$ cat config.mk
export PLATFORM = sky130hd
export DESIGN_NAME = serial_subtractor
export DESIGN_NICKNAME = d
export VERILOG_FILES = /design/src/rtl/serial_sub_pkg.sv /design/src/rtl/serial_subtractor_fullsub.sv /design/src/rtl/serial_subtractor.sv
export SDC_FILE = /design/constraint.sdc
export NUM_CORES = 1
export LEC_CHECK = 0
export CORE_UTILIZATION = 53
export CTS_BUF_LIST = sky130_fd_sc_hd__clkbuf_8
export DETAILED_ROUTE_END_ITERATION = 8
export HOLD_SLACK_MARGIN = 0.02
export PLACE_DENSITY = 0.91
export RECOVER_POWER = 50
export SLEW_MARGIN = 5
export SYNTH_ARGS = -nofsm -noshare
export SYNTH_HDL_FRONTEND = slang
export SYNTH_SLANG_ARGS = --single-unit
$ cat constraint.sdc
create_clock -name clk -period 2.1 [get_ports clk]
set_clock_uncertainty 0.15 [all_clocks]
set_input_delay 0.42 -clock clk [delete_from_list [all_inputs] [get_ports clk]]
set_output_delay 0.42 -clock clk [all_outputs]
set_load 0.005 [all_outputs]
$ cat src/rtl/serial_sub_pkg.sv
// Shared definitions for the bit-serial subtractor: FSM state encodings and default width.
package serial_sub_pkg;

  typedef enum logic [1:0] {
    IDLE = 2'd0,
    RUN  = 2'd1,
    DONE = 2'd2
  } state_e;

  localparam int DEFAULT_WIDTH = 8;

endpackage

$ cat src/rtl/serial_subtractor_fullsub.sv
// One-bit full-subtractor (borrow) cell built from gate primitives.
// diff = a ^ b ^ bw ; borrow = (~a & b) | (~(a ^ b) & bw)
module Fullsubtractor (
  output wire  diff,
  output wire  borrow,
  input  logic inA,
  input  logic inB,
  input  logic inBorrow
);

  wire abXor;
  wire notA;
  wire notAbXor;
  wire genBorrow;
  wire propBorrow;

  xor gX1 (abXor, inA, inB);
  xor gX2 (diff, abXor, inBorrow);
  not gN1 (notA, inA);
  and gA1 (genBorrow, notA, inB);
  not gN2 (notAbXor, abXor);
  and gA2 (propBorrow, notAbXor, inBorrow);
  or  gO1 (borrow, genBorrow, propBorrow);

endmodule

$ cat src/rtl/serial_subtractor.sv
// Bit-serial two's-complement subtractor (inA - inB), LSB first, one bit per clock.
// Optional signed-overflow output enabled by defining SERIAL_SUBTRACTOR_OVERFLOW_EN.
module serial_subtractor
  import serial_sub_pkg::*;
#(
  parameter int WIDTH = DEFAULT_WIDTH
) (
  input  logic             clk,
  input  logic             resetN,
  input  logic             inStart,
  input  logic [WIDTH-1:0] inA,
  input  logic [WIDTH-1:0] inB,
  output logic             outBusy,
  output logic             outDone,
  output logic [WIDTH-1:0] outDiff,
  output logic             outBorrow
`ifdef SERIAL_SUBTRACTOR_OVERFLOW_EN
  ,
  output logic             outOverflow
`endif
);

  localparam int CNT_W = (WIDTH > 1) ? $clog2(WIDTH) : 1;
  localparam logic [CNT_W-1:0] LAST_BIT = CNT_W'(WIDTH - 1);

  state_e           state_q, state_d;
  logic [CNT_W-1:0] cnt_q, cnt_d;
  logic [WIDTH-1:0] a_q, a_d;
  logic [WIDTH-1:0] b_q, b_d;
  logic [WIDTH-1:0] res_q, res_d;
  logic [WIDTH-1:0] diff_q, diff_d;
  logic             bw_q, bw_d;
  logic             borrow_q, borrow_d;
  logic             cellDiff;
  logic             cellBorrow;
  logic [WIDTH-1:0] msbMask;
  logic [WIDTH-1:0] resNext;
`ifdef SERIAL_SUBTRACTOR_OVERFLOW_EN
  logic             aMsb_q, aMsb_d;
  logic             bMsb_q, bMsb_d;
  logic             ovf_q, ovf_d;
`endif

  Fullsubtractor uCell (
    .diff    (cellDiff),
    .borrow  (cellBorrow),
    .inA     (a_q[0]),
    .inB     (b_q[0]),
    .inBorrow(bw_q)
  );

  always_comb begin
    state_d  = state_q;
    cnt_d    = cnt_q;
    a_d      = a_q;
    b_d      = b_q;
    res_d    = res_q;
    diff_d   = diff_q;
    bw_d     = bw_q;
    borrow_d = borrow_q;
`ifdef SERIAL_SUBTRACTOR_OVERFLOW_EN
    aMsb_d   = aMsb_q;
    bMsb_d   = bMsb_q;
    ovf_d    = ovf_q;
`endif
    // New difference bit enters at the MSB so the LSB-first stream lands in place.
    msbMask          = '0;
    msbMask[WIDTH-1] = cellDiff;
    resNext          = (res_q >> 1) | msbMask;

    case (state_q)
      IDLE: begin
        if (inStart) begin
          state_d = RUN;
          a_d     = inA;
          b_d     = inB;
          res_d   = '0;
          bw_d    = 1'b0;
          cnt_d   = '0;
`ifdef SERIAL_SUBTRACTOR_OVERFLOW_EN
          aMsb_d  = inA[WIDTH-1];
          bMsb_d  = inB[WIDTH-1];
`endif
        end
      end
      RUN: begin
        a_d   = a_q >> 1;
        b_d   = b_q >> 1;
        res_d = resNext;
        bw_d  = cellBorrow;
        cnt_d = cnt_q + CNT_W'(1);
        // The final bit is processed on the same edge that publishes the result.
        if (cnt_q == LAST_BIT) begin
          state_d  = DONE;
          diff_d   = resNext;
          borrow_d = cellBorrow;
`ifdef SERIAL_SUBTRACTOR_OVERFLOW_EN
          ovf_d    = (aMsb_q ^ bMsb_q) & (cellDiff ^ aMsb_q);
`endif
        end
      end
      DONE:    state_d = IDLE;
      default: state_d = IDLE;
    endcase
  end

  always_ff @(posedge clk) begin
    if (!resetN) begin
      state_q  <= IDLE;
      cnt_q    <= '0;
      a_q      <= '0;
      b_q      <= '0;
      res_q    <= '0;
      diff_q   <= '0;
      bw_q     <= 1'b0;
      borrow_q <= 1'b0;
`ifdef SERIAL_SUBTRACTOR_OVERFLOW_EN
      aMsb_q   <= 1'b0;
      bMsb_q   <= 1'b0;
      ovf_q    <= 1'b0;
`endif
    end else begin
      state_q  <= state_d;
      cnt_q    <= cnt_d;
      a_q      <= a_d;
      b_q      <= b_d;
      res_q    <= res_d;
      diff_q   <= diff_d;
      bw_q     <= bw_d;
      borrow_q <= borrow_d;
`ifdef SERIAL_SUBTRACTOR_OVERFLOW_EN
      aMsb_q   <= aMsb_d;
      bMsb_q   <= bMsb_d;
      ovf_q    <= ovf_d;
`endif
    end
  end

  assign outBusy   = (state_q == RUN);
  assign outDone   = (state_q == DONE);
  assign outDiff   = diff_q;
  assign outBorrow = borrow_q;
`ifdef SERIAL_SUBTRACTOR_OVERFLOW_EN
  assign outOverflow = ovf_q;
`endif

endmodule

# Yosys cells after proc, flatten, opt, wreduce, memory -nomap -nowiden
# Cells that the tools add are included.
# classes
bitwise_logic,8
muxes,13
n_eq_ne,5
n_reduce_logical,5
add_sub_neg,1
# ops
op,count
$pmux W8 S2,3
$mux W8,3
$or A7 B8 Y8,1
$pmux W3 S2,1
$reduce_and A2 Y1,3
$mux W2,2
$pmux W2 S2,1
$add A3 B1 Y3 const B,1
$eq A3 B3 Y1 const B,1
$mux W3,1
$and A1 B1 Y1,2
$eq A2 B1 Y1 const B,1
$eq A2 B2 Y1 const B,1
$logic_not A2 Y1,1
$ne A2 B1 Y1 const B,1
$ne A2 B2 Y1 const B,1
$not A1 Y1,2
$pmux W1 S2,1
$reduce_bool A2 Y1,1
$xor A1 B1 Y1,2
$mux W1,1
$or A1 B1 Y1,1
# totals
out_inout_bits,11
in_bits,19
elab_cells,40
ff_bits,39

# Longest topological paths before layout
# logic_depth
word_depth,5
depth_mapped,5
mapped_depth_nobuf,5

# By module
# Synthesis repeated with hierarchy kept, for this count alone.
# unflattened
cells_unflattened,161
hier_area_um2,1541.5
# modules_own_cells
mod,cells_each,area_each_um2,instances,seq_area_each_um2
serial_subtractor,157,1510.2,1,760.7
Fullsubtractor,4,31.3,1,0.0

# Worst setup path after synthesis
# OpenSTA, ideal clock, no wires.
# synth_path
path_type,register to register
start,reg cnt_q[0]
end,reg borrow_q (netlist: outBorrow)
setup_ps,129
path_stages_with_launch,6
path_buffers,1
synth_period_minus_slack_ps,1478
setup_slack_ps,622
t_arrival_ps,1200
path_cell_list,dfxtp_1 ha_1 ha_1 nand3b_2 clkbuf_1 o21ai_0
# synth_via
elab_chain_cells,2
# synth_rtl
item,line_no,rtl
from (decl),serial_subtractor.sv:27,"logic [CNT_W-1:0] cnt_q, cnt_d;"
from (signal assigned),serial_subtractor.sv:124,cnt_q <= cnt_d;
$eq A3 B3 Y1,serial_subtractor.sv:93,if (cnt_q == LAST_BIT) begin
$reduce_and A2 Y1 (no source line),--,
to (signal assigned),serial_subtractor.sv:130,borrow_q <= borrow_d;
to (decl),serial_subtractor.sv:33,"logic borrow_q, borrow_d;"
# Every way passes these cells.
# A chain may end at the register's enable or synchronous reset.

# Worst setup path after layout
# layout_path
start,reg state_q[1]
end,out outBusy
# layout_via
elab_chain_cells,1
# layout_rtl
item,line_no,rtl
from (decl),serial_subtractor.sv:26,"state_e state_q, state_d;"
from (signal assigned),serial_subtractor.sv:123,state_q <= state_d;
$eq A2 B1 Y1,serial_subtractor.sv:139,assign outBusy = (state_q == RUN);
to (decl),serial_subtractor.sv:13,"output logic outBusy,"
# Every way passes these cells.

==> qor.yml <==
synthesis:
  yosys.area.top_type: "dfxtp_1"
  ys_warn_count: 0
  synth_cell_types: 27
  ys_seq_area_share_pct: 48.3
  syn_nets: 179
  synth_seq_cells: 38
  synthTopCellsByArea: "dfxtp_1, mux2i_1, a211oi_2"
  syn_area_um2: 1580
  synth_top_area_share_pct: 48.3
  syn_area_per_cell_um2: 10.0
  syn_inst: 157
status:
  status: "finished, final reports clean"
placed_design:
  place_area_um2: 1880
  dp_cells: 213
  io_buffers: 29
  routabilityCongestion: 0.743
  dp_hpwl_um: 2220
critical_path:
  slowest_delay_ns: 0.52
  cp_data_required_time_ns: 1.53
  cp_max_fo: 4
  cp_top_family: "buffers and inverters"
  crit_type: "reg -> out"
  crit_chain: "nand2b_1, inv_1, clkdlybuf4s50_1"
  crit_buf_inv: 2
  arrival_ns: 1.43
  critPathCaptureType: "output pin"
  cpMaxStageDelayCell: "clkdlybuf4s50_1"
  crit_path_start_kind: "register"
die:
  row_count: 19
  core_area_um2: 2780
  die_width_um: 56.5
  die_y_um: 56.5
  ios: 30
  start_util_pct: 56.6
  die_area_um2: 3190
routing:
  totalWireLength_um: 3040
  dr.first_iter.drc_count: 15
  route.detailed.drc: 0
  viasPerCell: 5.65
  wl_per_cell_um: 13.7
  drtPass1Iterations: 4
  vias: 1249
  ant_nets: 0
sta:
  tns_ns: 0
  setup_violations: 0
  rsz0062_at_grt: "no"
  slew_headroom_pct: 59.3
  fmax_mhz: 501
  period_share_pct: 95.1
  report.final.slew_viol_count: 0
  fin_crit_ns: 2.00
  finalHoldViolCount: 0
  worstMarginPinSlew_ns: 0.608
pwr:
  switchingPower_uw: 337
  p_int_uw: 1100
  p_total_uw: 1440
  comb_power_share_pct: 11.9
  pwr-share-seq_pct: 53.6
  leakage_uw: 0.000732
  irDropWorstVdd_uv: 746
  p_sw_share_pct: 23.4
  clockPowerShare_pct: 34.5
  power-per-cell-area_nw_per_um2: 740
finish:
  nets: 211
  drive_above_1_share_pct: 10.0
  n_antenna_cell: 0
  syn2layout_area_growth_pct: 23.4
  final_common_cell: "dfxtp_1"
  final_area_um2: 1940
  mostFrequentLayoutCells: "dfxtp_1, clkdlybuf4s50_1, nor2_1, o21ai_0, mux2i_1"
  layout.cells.non_filler: 221
global_route:
  grt_pass1_wl_um: 5180
  antenna_found_initial: 0
  grt_usage_pct: 21.4
  grt_max_degree: 36
  grt_pass1_vias: 1285
  grt_overflow_total: 0
worst_hold_path:
  hold_path.class: "reg -> reg"
clock_network:
  cts_tree: "built"
  clockRootBuffer: "clkbuf_8"
  clkLatencyLatePin_ns: 0.29
  clock_path_buffers: 2
  clkTransAtPathRegs_ns: 0.07
  postCtsSetupRepairBufs: 0
  numClockSinks: 38
  cts_resized: 0
  ctsHoldBuffers: 0
  numCtsBuffers: 5
  h-tree-depth: 2
job:
  drv_cap: 0
[worst paths after layout]
check	end	slack, ns	startpoint	cells after the start
worst max register to register	outBorrow	0.33	cnt_q[0]	5
worst min-delay path	outDiff[4]	0.32	outDiff[4]	2
worst min register to register	outDiff[4]	0.32	outDiff[4]	2
worst max-delay path	outBusy	0.10	state_q[1]	3
[sequential cells by signal, summed over array words and instances (netlist names)]
signal     count
b_q            8
outBorrow      1
a_q            8
cnt_q          3
res_q          7
outDiff        8
bw_q           1
state_q        2
[power by group through the flow]
stage | sequential [uW] | clock (uW) | combinational, uW
floorplan | 782 | 0 | 124
detailed placement | 787 | 0 | 180
finish | 771 | 495 | 172
CTS | 771 | 512 | 181
global route | 774 | 544 | 188
global placement | 784 | 0 | 170
[area by class of cell]
cell class	count	area, um2
Sequential cell	38	761
Clock inverter	2	8.76
Tap cell	31	38.8
Multi-Input combinational cell	103	674
Timing Repair Buffer	37	363
Clock buffer	6	82.6
Inverter	4	15.0
Fill cell	220	838
[metal layers]
metal  vias up  track usage, %  share of wire, %
met4         0            12.2               2.6
li1        623               -                 -
met3        10            7.14               4.6
met5         -               0                 0
met1       583            21.3                42
met2        33            38.3                51
[stage by stage]
step                      hold slack, ns  worst slack, ns  util (%)
after floorplan                    0.279            0.622         -
after global placement             0.299            0.241      67.7
after detailed placement           0.312            0.180      67.7
after CTS                          0.326           0.0932      70.9
after global routing               0.357           0.0291      69.9
final                              0.320            0.103      69.9
[worst reg2reg max path, delay by kind of cell (launching register included)]
kind                     cells  cell delay [ns]
flip-flops                   1             0.37
AND/OR/NAND/NOR              2             0.67
AO/OA/AOI/OAI                1             0.11
adder cells (fa/ha/maj)      2             0.34
[cells in the mapped netlist, drive strengths merged]
| cell type | instances |
|---|---|
| dfxtp | 38 |
| nor2 | 16 |
| o21ai | 16 |
| a211oi | 13 |
| mux2i | 12 |
| nand2 | 10 |
| nand3 | 9 |
| buf | 8 |
| o22ai | 7 |
| a21oi | 5 |
| clkbuf | 4 |
| inv | 3 |
| ha | 2 |
| nand2b | 2 |
| nand4bb | 2 |
| nor4b | 2 |
| a2111oi | 1 |
| and2b | 1 |
| clkinv | 1 |
| fa | 1 |
| nand3b | 1 |
| nor3 | 1 |
| o21ba | 1 |
| o32ai | 1 |
[logic make-up after synthesis]
| family | synth area share, % |
|---|---|
| AO/OA/AOI/OAI | 20.3 |
| AND/OR/NAND/NOR | 13.9 |
| flip-flops | 48.3 |
| buffers and inverters | 6.99 |
| multiplexers | 7.63 |
| adder cells (fa/ha/maj) | 2.86 |
No activity file was read; power rests on OpenSTA's default activity.
